==> src/rtl/uart_mmio_pkg.sv <==
// uart_mmio_pkg
//   Shared definitions for the memory-mapped UART transmitter:
//   data width, register word offsets, store-mode codes, STATUS bit
//   positions, the transmit FSM state type and the divider helper.
//   Ports: none (package).

package uart_mmio_pkg;

  localparam int XLEN = 32;

  // Register word offsets inside the 16-byte window (address bits [3:2]).
  localparam logic [1:0] OFF_TXDATA = 2'd0;
  localparam logic [1:0] OFF_STATUS = 2'd1;
  localparam logic [1:0] OFF_DIV    = 2'd2;

  // Store-port mode codes, shared with the data RAM.
  localparam logic [1:0] MODE_NONE = 2'b00;
  localparam logic [1:0] MODE_WORD = 2'b11;

  // STATUS bit positions; the 4-bit FIFO count sits at STAT_COUNT_LSB.
  localparam int STAT_BUSY      = 0;
  localparam int STAT_FULL      = 1;
  localparam int STAT_EMPTY     = 2;
  localparam int STAT_OVF       = 3;
  localparam int STAT_COUNT_LSB = 4;

  typedef enum logic [1:0] {
    TX_IDLE  = 2'd0,
    TX_START = 2'd1,
    TX_DATA  = 2'd2,
    TX_STOP  = 2'd3
  } txState_e;

  // A programmed divider of zero behaves as one cycle per bit.
  function automatic logic [15:0] effectiveDiv(input logic [15:0] div);
    return (div == 16'd0) ? 16'd1 : div;
  endfunction

endpackage

==> src/rtl/uart_mmio_sync_fifo.sv <==
// uart_mmio_sync_fifo
//   Single-clock FIFO holding bytes waiting to be serialised.
//   The caller decides whether a push is allowed (it may push into a
//   full FIFO only in a cycle that also pops).
//   Ports:
//     clk, rst     clock and synchronous active-high reset
//     push_i       write pushData_i at the tail this cycle
//     pushData_i   data to enqueue
//     pop_i        drop the head entry this cycle
//     popData_o    current head entry (valid while not empty)
//     full_o       count == DEPTH
//     empty_o      count == 0
//     count_o      number of stored entries, 0..DEPTH

module uart_mmio_sync_fifo #(
  parameter int WIDTH = 8,
  parameter int DEPTH = 8
) (
  input  logic                     clk,
  input  logic                     rst,
  input  logic                     push_i,
  input  logic [WIDTH-1:0]         pushData_i,
  input  logic                     pop_i,
  output logic [WIDTH-1:0]         popData_o,
  output logic                     full_o,
  output logic                     empty_o,
  output logic [$clog2(DEPTH):0]   count_o
);

  localparam int PW = $clog2(DEPTH);
  localparam int CW = PW + 1;

  logic [WIDTH-1:0] mem_q [DEPTH];
  logic [PW-1:0]    wrPtr_q;
  logic [PW-1:0]    rdPtr_q;
  logic [CW-1:0]    count_q;

  // Storage array carries no reset; only the pointers define validity.
  always_ff @(posedge clk) begin
    if (push_i) begin
      mem_q[wrPtr_q] <= pushData_i;
    end
  end

  // Pointers wrap naturally because DEPTH is a power of two.
  // A simultaneous push and pop leaves the count unchanged.
  always_ff @(posedge clk) begin
    if (rst) begin
      wrPtr_q <= '0;
      rdPtr_q <= '0;
      count_q <= '0;
    end else begin
      if (push_i) begin
        wrPtr_q <= wrPtr_q + PW'(1);
      end
      if (pop_i) begin
        rdPtr_q <= rdPtr_q + PW'(1);
      end
      case ({push_i, pop_i})
        2'b10:   count_q <= count_q + CW'(1);
        2'b01:   count_q <= count_q - CW'(1);
        default: count_q <= count_q;
      endcase
    end
  end

  assign popData_o = mem_q[rdPtr_q];
  assign full_o    = (count_q == CW'(DEPTH));
  assign empty_o   = (count_q == '0);
  assign count_o   = count_q;

endmodule

==> src/rtl/uart_mmio.sv <==
// uart_mmio
//   Memory-mapped 8N1 UART transmitter on the core's store port and
//   second read port. Bytes stored to TXDATA are queued and shifted out
//   LSB first on tx; software polls STATUS and programs the bit period
//   through DIV.
//   Ports:
//     clk, rst     clock and synchronous active-high reset
//     write_mode   00 none, 01 byte, 10 half, 11 word
//     write_addr   store address
//     write_data   store data, LSB-aligned
//     read_addr    load address
//     read_data    combinational register read, 0 when unmapped
//     tx           serial output, idle high
//     irq_empty    registered, high while FIFO empty and shifter idle

module uart_mmio
  import uart_mmio_pkg::*;
#(
  parameter logic [31:0] BASE_ADDR  = 32'h1000_0000,
  parameter int          FIFO_DEPTH = 8,
  parameter logic [15:0] CLK_DIV    = 16'd16
) (
  input  logic            clk,
  input  logic            rst,
  input  logic [1:0]      write_mode,
  input  logic [XLEN-1:0] write_addr,
  input  logic [XLEN-1:0] write_data,
  input  logic [XLEN-1:0] read_addr,
  output logic [XLEN-1:0] read_data,
  output logic            tx,
  output logic            irq_empty
);

  localparam int CW = $clog2(FIFO_DEPTH) + 1;

  logic           wrHit;
  logic           rdHit;
  logic [1:0]     wrOff;
  logic [1:0]     rdOff;
  logic           pushReq;
  logic           pushAcc;
  logic           popNow;
  logic           statusWr;
  logic           divWr;

  logic           fifoFull;
  logic           fifoEmpty;
  logic [CW-1:0]  fifoCount;
  logic [7:0]     fifoHead;

  txState_e       state_q;
  logic [15:0]    baudCnt_q;
  logic [15:0]    bitDiv_q;
  logic [2:0]     bitIdx_q;
  logic [7:0]     shift_q;
  logic           tx_q;
  logic           irq_q;
  logic           baudEnd;

  logic [15:0]    div_q;
  logic [15:0]    div_d;
  logic           ovf_q;
  logic           ovf_d;

  logic [XLEN-1:0] status;
  logic            unusedBits;

  // Window decode ignores the byte-lane bits; offsets are word-granular.
  assign wrHit    = (write_mode != MODE_NONE) &&
                    (write_addr[XLEN-1:4] == BASE_ADDR[XLEN-1:4]);
  assign rdHit    = (read_addr[XLEN-1:4] == BASE_ADDR[XLEN-1:4]);
  assign wrOff    = write_addr[3:2];
  assign rdOff    = read_addr[3:2];

  assign pushReq  = wrHit && (wrOff == OFF_TXDATA);
  assign statusWr = wrHit && (wrOff == OFF_STATUS);
  assign divWr    = wrHit && (wrOff == OFF_DIV) && (write_mode == MODE_WORD);

  // The last cycle of the current bit/step.
  assign baudEnd  = (baudCnt_q == (bitDiv_q - 16'd1));

  // The shifter takes a new byte either from idle or at the end of a
  // stop bit, which keeps back-to-back frames gap-free.
  assign popNow   = !fifoEmpty &&
                    ((state_q == TX_IDLE) || ((state_q == TX_STOP) && baudEnd));

  // A full FIFO still accepts a byte when the head leaves in the same cycle.
  assign pushAcc  = pushReq && (!fifoFull || popNow);

  uart_mmio_sync_fifo #(
    .WIDTH (8),
    .DEPTH (FIFO_DEPTH)
  ) u_fifo (
    .clk        (clk),
    .rst        (rst),
    .push_i     (pushAcc),
    .pushData_i (write_data[7:0]),
    .pop_i      (popNow),
    .popData_o  (fifoHead),
    .full_o     (fifoFull),
    .empty_o    (fifoEmpty),
    .count_o    (fifoCount)
  );

  // Next values of the software-visible DIV and sticky overflow flag.
  // Only full-word stores may change DIV.
  always_comb begin
    div_d = div_q;
    ovf_d = ovf_q;
    if (divWr) begin
      div_d = write_data[15:0];
    end
    if (pushReq && !pushAcc) begin
      ovf_d = 1'b1;
    end
    if (statusWr) begin
      ovf_d = 1'b0;
    end
  end

  always_ff @(posedge clk) begin
    if (rst) begin
      div_q <= CLK_DIV;
      ovf_q <= 1'b0;
    end else begin
      div_q <= div_d;
      ovf_q <= ovf_d;
    end
  end

  // Transmit FSM with registered tx and irq. bitDiv_q captures the
  // divider at every bit boundary, so a DIV write mid-bit never shortens
  // the bit in progress. irq_q is set to the post-edge "FIFO empty and
  // idle" condition so it never lags the state it reports.
  always_ff @(posedge clk) begin
    if (rst) begin
      state_q   <= TX_IDLE;
      baudCnt_q <= '0;
      bitDiv_q  <= 16'd1;
      bitIdx_q  <= '0;
      shift_q   <= '0;
      tx_q      <= 1'b1;
      irq_q     <= 1'b1;
    end else begin
      case (state_q)
        TX_IDLE: begin
          if (popNow) begin
            state_q   <= TX_START;
            shift_q   <= fifoHead;
            tx_q      <= 1'b0;
            baudCnt_q <= '0;
            bitDiv_q  <= effectiveDiv(div_q);
            irq_q     <= 1'b0;
          end else begin
            tx_q      <= 1'b1;
            irq_q     <= !pushAcc;
          end
        end
        TX_START: begin
          if (baudEnd) begin
            state_q   <= TX_DATA;
            bitIdx_q  <= '0;
            tx_q      <= shift_q[0];
            baudCnt_q <= '0;
            bitDiv_q  <= effectiveDiv(div_q);
          end else begin
            baudCnt_q <= baudCnt_q + 16'd1;
          end
        end
        TX_DATA: begin
          if (baudEnd) begin
            baudCnt_q <= '0;
            bitDiv_q  <= effectiveDiv(div_q);
            if (bitIdx_q == 3'd7) begin
              state_q <= TX_STOP;
              tx_q    <= 1'b1;
            end else begin
              bitIdx_q <= bitIdx_q + 3'd1;
              tx_q     <= shift_q[1];
              shift_q  <= {1'b0, shift_q[7:1]};
            end
          end else begin
            baudCnt_q <= baudCnt_q + 16'd1;
          end
        end
        TX_STOP: begin
          if (baudEnd) begin
            baudCnt_q <= '0;
            bitDiv_q  <= effectiveDiv(div_q);
            if (popNow) begin
              state_q <= TX_START;
              shift_q <= fifoHead;
              tx_q    <= 1'b0;
            end else begin
              state_q <= TX_IDLE;
              tx_q    <= 1'b1;
              irq_q   <= !pushAcc;
            end
          end else begin
            baudCnt_q <= baudCnt_q + 16'd1;
          end
        end
        default: begin
          state_q <= TX_IDLE;
          tx_q    <= 1'b1;
        end
      endcase
    end
  end

  // Register read mux; values are pre-edge so a same-cycle write is
  // not visible until the following cycle.
  always_comb begin
    status = '0;
    status[STAT_BUSY]                = (state_q != TX_IDLE);
    status[STAT_FULL]                = fifoFull;
    status[STAT_EMPTY]               = fifoEmpty;
    status[STAT_OVF]                 = ovf_q;
    status[STAT_COUNT_LSB +: 4]      = 4'(fifoCount);

    read_data = '0;
    if (rdHit) begin
      case (rdOff)
        OFF_STATUS: read_data = status;
        OFF_DIV:    read_data = XLEN'(div_q);
        default:    read_data = '0;
      endcase
    end
  end

  assign tx         = tx_q;
  assign irq_empty  = irq_q;

  // Byte-lane address bits and upper store data have no function here.
  assign unusedBits = ^{write_addr[1:0], read_addr[1:0], write_data[XLEN-1:16]};

endmodule

==> config.mk <==
export PLATFORM = sky130hd
export DESIGN_NAME = uart_mmio
export DESIGN_NICKNAME = d
export VERILOG_FILES = /design/src/rtl/uart_mmio_pkg.sv /design/src/rtl/uart_mmio_sync_fifo.sv /design/src/rtl/uart_mmio.sv
export SDC_FILE = /design/constraint.sdc
export NUM_CORES = 1
export LEC_CHECK = 0
export ABC_AREA = 0
export BUFFER_PORTS_ARGS = -buffer_cell sky130_fd_sc_hd__buf_2
export CELL_PAD_IN_SITES_DETAIL_PLACEMENT = 2
export CELL_PAD_IN_SITES_GLOBAL_PLACEMENT = 2
export CORE_MARGIN = 2
export CORE_UTILIZATION = 25
export DETAILED_ROUTE_END_ITERATION = 8
export PLACE_DENSITY_LB_ADDON = 0.12
export SLEW_MARGIN = 10
export SYNTH_ARGS = -nofsm -noshare
export SYNTH_HDL_FRONTEND = slang
export SYNTH_SLANG_ARGS = --single-unit
==> constraint.sdc <==
create_clock -name clk -period 7.1 [get_ports clk]
set_input_delay 1.065 -clock clk [delete_from_list [all_inputs] [get_ports clk]]
set_output_delay 1.065 -clock clk [all_outputs]
set_load 0.01 [all_outputs]
# Word-level counts from Yosys, hierarchy flattened
# Memory sizes are Yosys's and may differ from the RTL's. A register that Yosys moved wholly into a read port is not among the register bits.
# Index checks and enable logic that the tools add are counted.
dict set report classes {
  addsub 7
  mux 40
  n_reduce_logical 32
  n_eq_ne 23
}
# operator n
set op_table {}
lappend op_table {{2-to-1 mux 16 bit} 6}
lappend op_table {{one-hot mux 16 bit (2 select lines)} 3}
lappend op_table {{== test 28 x 25 -> 1 bit (second input constant)} 2}
lappend op_table {{2-to-1 mux 8 bit} 4}
lappend op_table {{one-hot mux 8 bit (3 select lines)} 1}
lappend op_table {{adder 16 x 1 -> 16 bit (second input constant)} 1}
lappend op_table {{== test 16 bit} 1}
lappend op_table {{zero test 16 bit} 1}
lappend op_table {{subtractor 16 x 1 -> 16 bit (second input constant)} 1}
lappend op_table {{2-to-1 mux 3 bit} 5}
lappend op_table {{!= test 2 bit (second input constant)} 7}
lappend op_table {{== test 2 bit (second input constant)} 6}
lappend op_table {{2-to-1 mux 1 bit} 11}
lappend op_table {{2-to-1 mux 2 bit} 5}
lappend op_table {{nonzero test 2 bit} 5}
lappend op_table {{adder 3 x 1 -> 3 bit (second input constant)} 3}
lappend op_table {{logical AND 1 bit} 9}
lappend op_table {{== test 2 x 1 -> 1 bit (second input constant)} 4}
lappend op_table {{one-hot mux 2 bit (4 select lines)} 1}
lappend op_table {{one-hot mux 4 bit (2 select lines)} 1}
lappend op_table {{AND reduction 4 bit} 2}
lappend op_table {{one-hot mux 3 bit (2 select lines)} 1}
lappend op_table {{AND reduction 3 bit} 2}
lappend op_table {{AND reduction 5 bit} 1}
lappend op_table {{other kinds (15)} 19}
dict set report word_totals {
  mem_bits_rw 64
  in_bits 100
  n_memories 1
  ff_bits 74
  word_cells 115
  out_inout_bits 34
}
# memory depth word_bits rd rd_clocked_by_memory_dff write_ports line
set memory_table {}
lappend memory_table {u_fifo.mem_q 8 8 1 1 1 uart_mmio_sync_fifo.sv:33} ;# logic [WIDTH-1:0] mem_q [DEPTH];

# Depth between registers and ports, before layout
# Gate-level depths: netlist (run 1).
dict set report logic_depth {
  ltp_word 11
  depth_mapped 20
  mapped_depth_nobuf 18
}

# By module
# Synthesis (run 1) repeated with hierarchy kept, for this count alone.
dict set report hier_totals {
  cells_unflattened 674
  hier_area_um2 7208.2
}
# mod n_inst cells_each seq_area_each_um2 area_per_inst_um2
set modules_own_cells {}
lappend modules_own_cells {uart_mmio 1 510 1281.2 4101.4}
lappend modules_own_cells {uart_mmio_sync_fifo 1 164 2182.1 3106.7}

# Least setup slack after synthesis (run 1)
# Ideal clock, no wire load.
dict set report synth_path {
  path_type {register -> register}
  from {reg bitDiv_q[0]}
  to {reg u_fifo.count_q[3], in the netlist u_fifo.count_o[3]}
  arrival_time_ps 4160
  synth_period_minus_slack_ps 4284
  path_stages_with_launch 21
  setup_slack_ps 2816
  t_required_ps 6977
  cell_sequence {dfxtp_1 -> buf_2 -> inv_1 -> ha_1 -> buf_2 -> nor2b_1 -> a32o_1 -> a2111oi_0 -> nand4b_1 -> nor4_4 -> o21ai_2 -> or2_2 -> inv_1 -> ha_1 -> a21o_1 -> a21o_1 -> nor3_1 -> nand2_1 -> o21ai_0 -> a211o_1 -> mux2_1}
}
dict set report synth_between {
  elab_chain_cells 9
}
# element line
set synth_rtl {}
lappend synth_rtl {{start, declared} uart_mmio.sv:53} ;# logic [15:0] bitDiv_q;
lappend synth_rtl {{start signal, assigned} uart_mmio.sv:152} ;# bitDiv_q <= effectiveDiv(div_q);
lappend synth_rtl {{start signal, assigned} uart_mmio.sv:165} ;# bitDiv_q <= effectiveDiv(div_q);
lappend synth_rtl {{start signal, assigned} uart_mmio.sv:173} ;# bitDiv_q <= effectiveDiv(div_q);
lappend synth_rtl {{subtractor 16 x 1 -> 16 bit (*)} uart_mmio.sv:80} ;# assign baudEnd = (baudCnt_q == (bitDiv_q - 16'd1));
lappend synth_rtl {{== test 16 bit (*)} uart_mmio.sv:80}
lappend synth_rtl {{logical AND 1 bit (*)} uart_mmio.sv:85} ;# ((state_q == TX_IDLE) || ((state_q == TX_STOP) && baudEnd));
lappend synth_rtl {{logical OR 1 bit (*)} uart_mmio.sv:85}
lappend synth_rtl {{logical AND 1 bit (*)} uart_mmio.sv:84} ;# assign popNow = !fifoEmpty &&
lappend synth_rtl {{logical OR 1 bit} uart_mmio.sv:88} ;# assign pushAcc = pushReq && (!fifoFull || popNow);
lappend synth_rtl {{logical AND 1 bit} uart_mmio.sv:88}
lappend synth_rtl {{== test 2 x 1 -> 1 bit / == test 2 bit (equally long branches)} uart_mmio_sync_fifo.sv:59} ;# case ({push_i, pop_i})
lappend synth_rtl {{one-hot mux 4 bit (2 select lines) / nonzero test 2 bit (equally long branches)} -}
lappend synth_rtl {{end signal, assigned} uart_mmio_sync_fifo.sv:60} ;# 2'b10: count_q <= count_q + CW'(1);
lappend synth_rtl {{end signal, assigned} uart_mmio_sync_fifo.sv:61} ;# 2'b01: count_q <= count_q - CW'(1);
lappend synth_rtl {{end signal, assigned} uart_mmio_sync_fifo.sv:62} ;# default: count_q <= count_q;
lappend synth_rtl {{end, declared} uart_mmio_sync_fifo.sv:36} ;# logic [CW-1:0] count_q;
# Every way passes the cells marked *; elsewhere a longest branch is shown, timed or not.
# A chain may end at the register's enable or synchronous reset.

# Worst setup path in the final report (run 1)
# Same ends and word-level chain as after synthesis.

==> flow_metrics.env, run 1 <==
export IMPL_core_um2=27100
export IMPL_clk_pin_slew_worst_paths_ns=0.07
export IMPL_start_util_pct=25.6
export IMPL_rrSetupSlack_ns=1.96
export IMPL_grt_pass1_vias=5863
export IMPL_n_antenna_cell=0
export IMPL_cts_num_sinks=141
export IMPL_synth_top_area_share_pct=27.7
export IMPL_arrival_ns=5.45
export IMPL_synth_distinct_cells=67
export IMPL_area_growth_pct=21.2
export IMPL_worstPathMaxFanout=9
export IMPL_synth_ff_type="dfxtp_1"
export IMPL_crit_type="flip-flop to flip-flop"
export IMPL_drt_iter0_markers=198
export IMPL_rr_endpoint="u_fifo.count_o[3]"
export IMPL_cts_buffer_depth=2
export IMPL_min_from="shift_q[4]"
export IMPL_syn_cell_area_um2=6930
export IMPL_crit_slowest_cell="nor4_4"
export IMPL_startpoint_type="flip-flop"
export IMPL_worst_hold_path_endpoint="shift_q[4]"
export IMPL_port_buffers=97
export IMPL_final_common_cell="buf_2"
export IMPL_placed_cells=1081
export IMPL_power_density_nw_per_um2=339
export IMPL_hold_violations=0
export IMPL_multi_input_area_um2=3260
export IMPL_hold_buffers=0
export IMPL_fin_hold_ws_ns=0.483
export IMPL_tns_ns=0
export IMPL_period_share_pct=72.3
export IMPL_grt_setup_unrepaired="false"
export IMPL_nNetsFinal=845
export IMPL_yosys_top_cells_area="edfxtp_1, dfxtp_1, mux2i_1, mux4_2, nor2_1"
export IMPL_layout_common_cells="buf_2, dfxtp_1, nor2_1"
export IMPL_drt_wl_total_mm=20.4
export IMPL_synth_top_area_cell="edfxtp_1"
export IMPL_cts_max_level=4
export IMPL_slew_viol_final=0
export IMPL_hold_path_class="flip-flop to flip-flop"
export IMPL_worstSkewPairLatency_ns=0.44
export IMPL_dr_pass1_iters=4
export IMPL_max_stage_delay_ns=0.70
export IMPL_drtAntennaViolNets=0
export IMPL_drv_cap=0
export IMPL_path_cells="inv_1 > ha_1 > nor2b_1 > a32o_1 > a2111oi_0 > nand4b_1 > nor4_4 > o21ai_2 > or2_2 > inv_1 > ha_1 > a21o_1 > a21o_1 > nor3_1 > nand2_1 > o21ai_0 > a211o_1 > mux2_1"
export IMPL_drc=0
export IMPL_grt_overflow=0
export IMPL_gp_congestion=0.790
export IMPL_grt_max_degree=68
export IMPL_hpwlAfterDp_mm=15.1
export IMPL_yosys_warnings=0
export IMPL_ys_seq_elements=141
export IMPL_synth_edf_count=64
export IMPL_p_leak_nw=3.06
export IMPL_post_cts_resized=0
export IMPL_async_reset_ff_share_pct=0
export IMPL_grt_pass1_wl_mm=32.9
export IMPL_worst_path_buf_inv=2
export IMPL_fin_cells=1113
export IMPL_cp_top_family="simple AND/OR/NAND/NOR gates"
export IMPL_vias_per_cell=4.81
export IMPL_status="finished clean"
export IMPL_num_fill_cells=2983
export IMPL_tightest_slew_ns=0.993
export IMPL_worstReg2RegStart="bitDiv_q[0]"
export IMPL_root_buffer="clkbuf_16"
export IMPL_relSlewSlack_pct=33.2
export IMPL_tritoncts="yes"
export IMPL_seqCellArea_um2=3460
export IMPL_avgSynthCellArea_um2=11.0
export IMPL_cp_data_required_time_ns=7.42
export IMPL_gr_usage_all_layers_pct=14.8
export IMPL_syn_inst=633
export IMPL_post_cts_buffers=0
export IMPL_die_h_um=171
export IMPL_hold_path_depth=2
export IMPL_die_w_um=171
export IMPL_vias=5351
export IMPL_antenna_found_initial=0
export IMPL_drive_above_1_share_pct=23.8
export IMPL_io_pins=134
export IMPL_end_kind="flip-flop"
export IMPL_r2r_cells=18
export IMPL_utilization_pct=31.0
export IMPL_cts_made_buffers=17
export IMPL_wl_per_cell_um=18.3
export IMPL_setup_viol=0
export IMPL_vdd_drop_max_v=0.000122
export IMPL_fin_crit_ns=5.14
export IMPL_ys_seq_area_share_pct=49.9
export IMPL_num_rows=60
export IMPL_design_area_um2=8400
export IMPL_die_area_um2=29100
export IMPL_place_area_um2=7790
export IMPL_finalClockSkew_ns=0.0204
export IMPL_clock_fmax_mhz=195
per-stage QoR:
step	setup WS [ns]	power [mW]
finish	1.96	2.85
global route	1.49	3.05
CTS	1.93	2.90
detailed placement	1.98	1.97
global placement	2.12	1.93
floorplan	2.82	1.68
area by class of cell:
class                   count  share of cell area, %
well taps                 372                   5.54
clock buffers              17                   5.06
flip-flops and latches    141                   41.2
repair buffers            106                   6.58
multi-input cells         447                   38.8
inverters                  15                  0.670
clock inverters            15                   2.19
worst max-delay path by stage:
stage | start | to | slack [ns] | depth (start not counted)
6_report | bitDiv_q[0] | u_fifo.count_o[3] | 1.96 | 18
5_1_grt | bitDiv_q[2] | u_fifo.count_o[3] | 1.49 | 16
3_3_place_gp | bitDiv_q[0] | u_fifo.count_o[3] | 2.12 | 18
2_1_floorplan | bitDiv_q[0] | u_fifo.count_o[3] | 2.82 | 20
4_1_cts | bitDiv_q[0] | u_fifo.count_o[3] | 1.93 | 18
3_5_place_dp | bitDiv_q[0] | u_fifo.count_o[3] | 1.98 | 18
tightest hold or removal path: stages (launching register included):
cell	delay (ns)
dfxtp_1	0.31
nand4_1	0.07
o31ai_1	0.06
registers in the layout (all words and copies together) (netlist names), named ones only:
register and count:
tx 1, u_fifo.count_o 4, u_fifo.rdPtr_q 3, state_q 2, div_q 16, bitIdx_q 3, shift_q 8, ovf_q 1
u_fifo.mem_q 64, u_fifo.wrPtr_q 3, irq_empty 1, baudCnt_q 16, bitDiv_q 16
synthesized netlist by cell type, drive strengths merged, types with 11 or more instances:
cell type	number
dfxtp	77
nor2	75
edfxtp	64
mux2i	42
nand2	28
buf	24
nor4	24
a21oi	21
clkbuf	21
xnor2	19
nand3	17
ha	16
mux4	16
o21ai	15
and3	14
inv	14
nor3	12
a31oi	11
nand4	11
per-layer routing:
layer / global-route usage (%) / up-vias / wire [um]
li1: - / 2547 / -
met1: 19.4 / 2650 / 9350
met2: 24.9 / 139 / 9920
met3: 3.19 / 15 / 860
met4: 3.83 / 0 / 232
met5: 0 / - / 0
kinds of logic after synthesis:
kind of cell | Yosys count | share of synthesized area [%]
other | 1 | 0.0541
buffers and inverters | 60 | 4.19
DFF | 141 | 49.9
xor gates and xnor gates | 29 | 3.66
adders and majority gates | 17 | 3.18
and+or+nand+nor | 222 | 16.9
muxes | 59 | 11.4
AOI/OAI and AO/OA | 104 | 10.6
power by group:
part	switching, mW	internal [mW]	total, mW	leakage [nW]
Clock	0.434	0.480	0.913	0.298
Sequential	0.0667	0.905	0.972	1.20
Combinational	0.592	0.373	0.965	1.56
Total	1.09	1.76	2.85	3.06
(Power assumes the default switching activity.)
==> run 2, diff against run 1 <==
clock period = 4.4 ns   (was 7.1 ns; I/O delays follow)
==> flow_metrics.env, run 2 (synthesis gave the netlist of run 1 again) <==
export IMPL_status="finished clean"
export IMPL_drtAntennaViolNets=0
export IMPL_root_buffer="clkbuf_16"
export IMPL_fin_crit_ns=4.10
export IMPL_startpoint_type="flip-flop"
export IMPL_end_kind="flip-flop"
export IMPL_path_common_cell="a21o_1"
export IMPL_port_buffers=97
export IMPL_path_cells="or4_1 > or3_1 > a211oi_2 > o22ai_2 > nor4_4 > o21ai_2 > or2_2 > inv_1 > ha_1 > a21o_1 > a21o_1 > nor3_2 > nand2_1 > o21ai_0 > a211o_1 > mux2_1"
export IMPL_die_w_um=171
export IMPL_p_total_mw=4.68
export IMPL_grt_pass1_vias=6007
export IMPL_wl_per_cell_um=18.5
export IMPL_finalClockSkew_ns=0.0155
export IMPL_dr_pass1_iters=4
export IMPL_vias_per_cell=4.79
export IMPL_drive_above_1_share_pct=25.3
export IMPL_worst_path_buf_inv=1
export IMPL_place_area_um2=7890
export IMPL_gr_usage_all_layers_pct=15.3
export IMPL_drt_wl_total_mm=20.9
export IMPL_p_leak_nw=3.14
export IMPL_tritoncts="yes"
export IMPL_worstSkewPairLatency_ns=0.43
export IMPL_crit_slowest_cell="or4_1"
export IMPL_tightest_slew_ns=0.952
export IMPL_gp_congestion=0.790
export IMPL_num_rows=60
export IMPL_drc=0
export IMPL_vdd_drop_max_v=0.000247
export IMPL_slew_viol_final=0
export IMPL_hold_buffers=0
export IMPL_post_cts_buffers=0
export IMPL_area_growth_pct=23.0
export IMPL_final_common_cell="buf_2"
export IMPL_setup_viol=0
export IMPL_fin_ws_ns=0.303
export IMPL_power_density_nw_per_um2=549
export IMPL_cts_buffer_depth=2
export IMPL_cts_num_sinks=141
export IMPL_hold_violations=0
export IMPL_design_area_um2=8530
export IMPL_cts_made_buffers=17
export IMPL_fin_cells=1128
export IMPL_num_fill_cells=2954
export IMPL_placed_cells=1096
export IMPL_utilization_pct=31.5
export IMPL_antenna_found_initial=0
export IMPL_grt_setup_unrepaired="false"
export IMPL_worstPathMaxFanout=7
export IMPL_n_antenna_cell=0
export IMPL_cp_top_family="simple AND/OR/NAND/NOR gates"
export IMPL_multi_input_area_um2=3260
export IMPL_arrival_ns=4.41
export IMPL_max_stage_delay_ns=0.57
export IMPL_crit_type="flip-flop to flip-flop"
export IMPL_cp_data_required_time_ns=4.71
export IMPL_core_um2=27100
export IMPL_largest_reg_flops=64
export IMPL_clk_pin_slew_worst_paths_ns=0.07
export IMPL_fin_hold_ws_ns=0.466
export IMPL_period_share_pct=93.1
export IMPL_place_ws_ns=0.0405
export IMPL_nNetsFinal=860
export IMPL_io_pins=134
export IMPL_grt_overflow=0
export IMPL_layout_common_cells="buf_2, dfxtp_1, nor2_1"
export IMPL_tns_ns=0
export IMPL_drt_iter0_markers=237
export IMPL_relSlewSlack_pct=36.4
export IMPL_drv_cap=0
export IMPL_vias=5401
export IMPL_cts_max_level=4
export IMPL_grt_pass1_wl_mm=34.0
export IMPL_die_area_um2=29100
export IMPL_hold_path_class="primary input to flip-flop"
export IMPL_top_register="u_fifo.mem_q"
export IMPL_seqCellArea_um2=3460
export IMPL_hpwlAfterDp_mm=15.4
export IMPL_die_h_um=171
export IMPL_start_util_pct=25.6
export IMPL_grt_max_degree=68
export IMPL_clock_fmax_mhz=244
run 2: cell count changes in the layout (fill, tap and decap cells not counted), sizes merged:
cell,change
inv,-2
clkinv,+2
buf,+15
run 2: path summary, 6_finish.rpt:
| kind | startpoint | endpoint | slack, ns | cells past startpoint |
|---|---|---|---|---|
| max reg2reg | bitDiv_q[8] | u_fifo.count_o[3] | 0.30 | 16 |
| min | write_addr[2] | ovf_q | 0.47 | 2 |
| max | bitDiv_q[8] | u_fifo.count_o[3] | 0.30 | 16 |
| min reg2reg | shift_q[4] | shift_q[4] | 0.48 | 2 |
run 2: worst reg2reg max path, cell delays in order, from the launching register on:
cell and delay (ns):
dfxtp_1 0.38, or4_1 0.57, or3_1 0.39, a211oi_2 0.26
o22ai_2 0.18, nor4_4 0.30, o21ai_2 0.10, or2_2 0.35
inv_1 0.09, ha_1 0.22, a21o_1 0.18, a21o_1 0.19
nor3_2 0.18, nand2_1 0.07, o21ai_0 0.08, a211o_1 0.14
mux2_1 0.31
run 2: layout make-up:
type                            instances  area share [%]
Inverter                               15           0.660
Timing Repair Buffer                  121            7.81
Sequential cell                       141            40.6
Clock inverter                         15            2.22
Multi-Input combinational cell        447            38.2
Clock buffer                           17            4.99
Tap cell                              372            5.46
run 2: metal layers:
| metal | GRT usage, % | wire [um] |
|---|---|---|
| met1 | 20.6 | 10100 |
| met2 | 25.1 | 9920 |
| met4 | 4.09 | 204 |
| met3 | 2.71 | 633 |
| met5 | 0 | 0 |
run 2: power by group:
part | switching, mW | leakage [nW] | internal, mW
clock | 0.688 | 0.298 | 0.773
sequential | 0.122 | 1.20 | 1.46
combinational | 0.984 | 1.65 | 0.655
run 2: timing repair:
item	CTS	global route
endpoints found under the hold margin	0	0
resized for setup	0	5
setup endpoints to repair	0	1
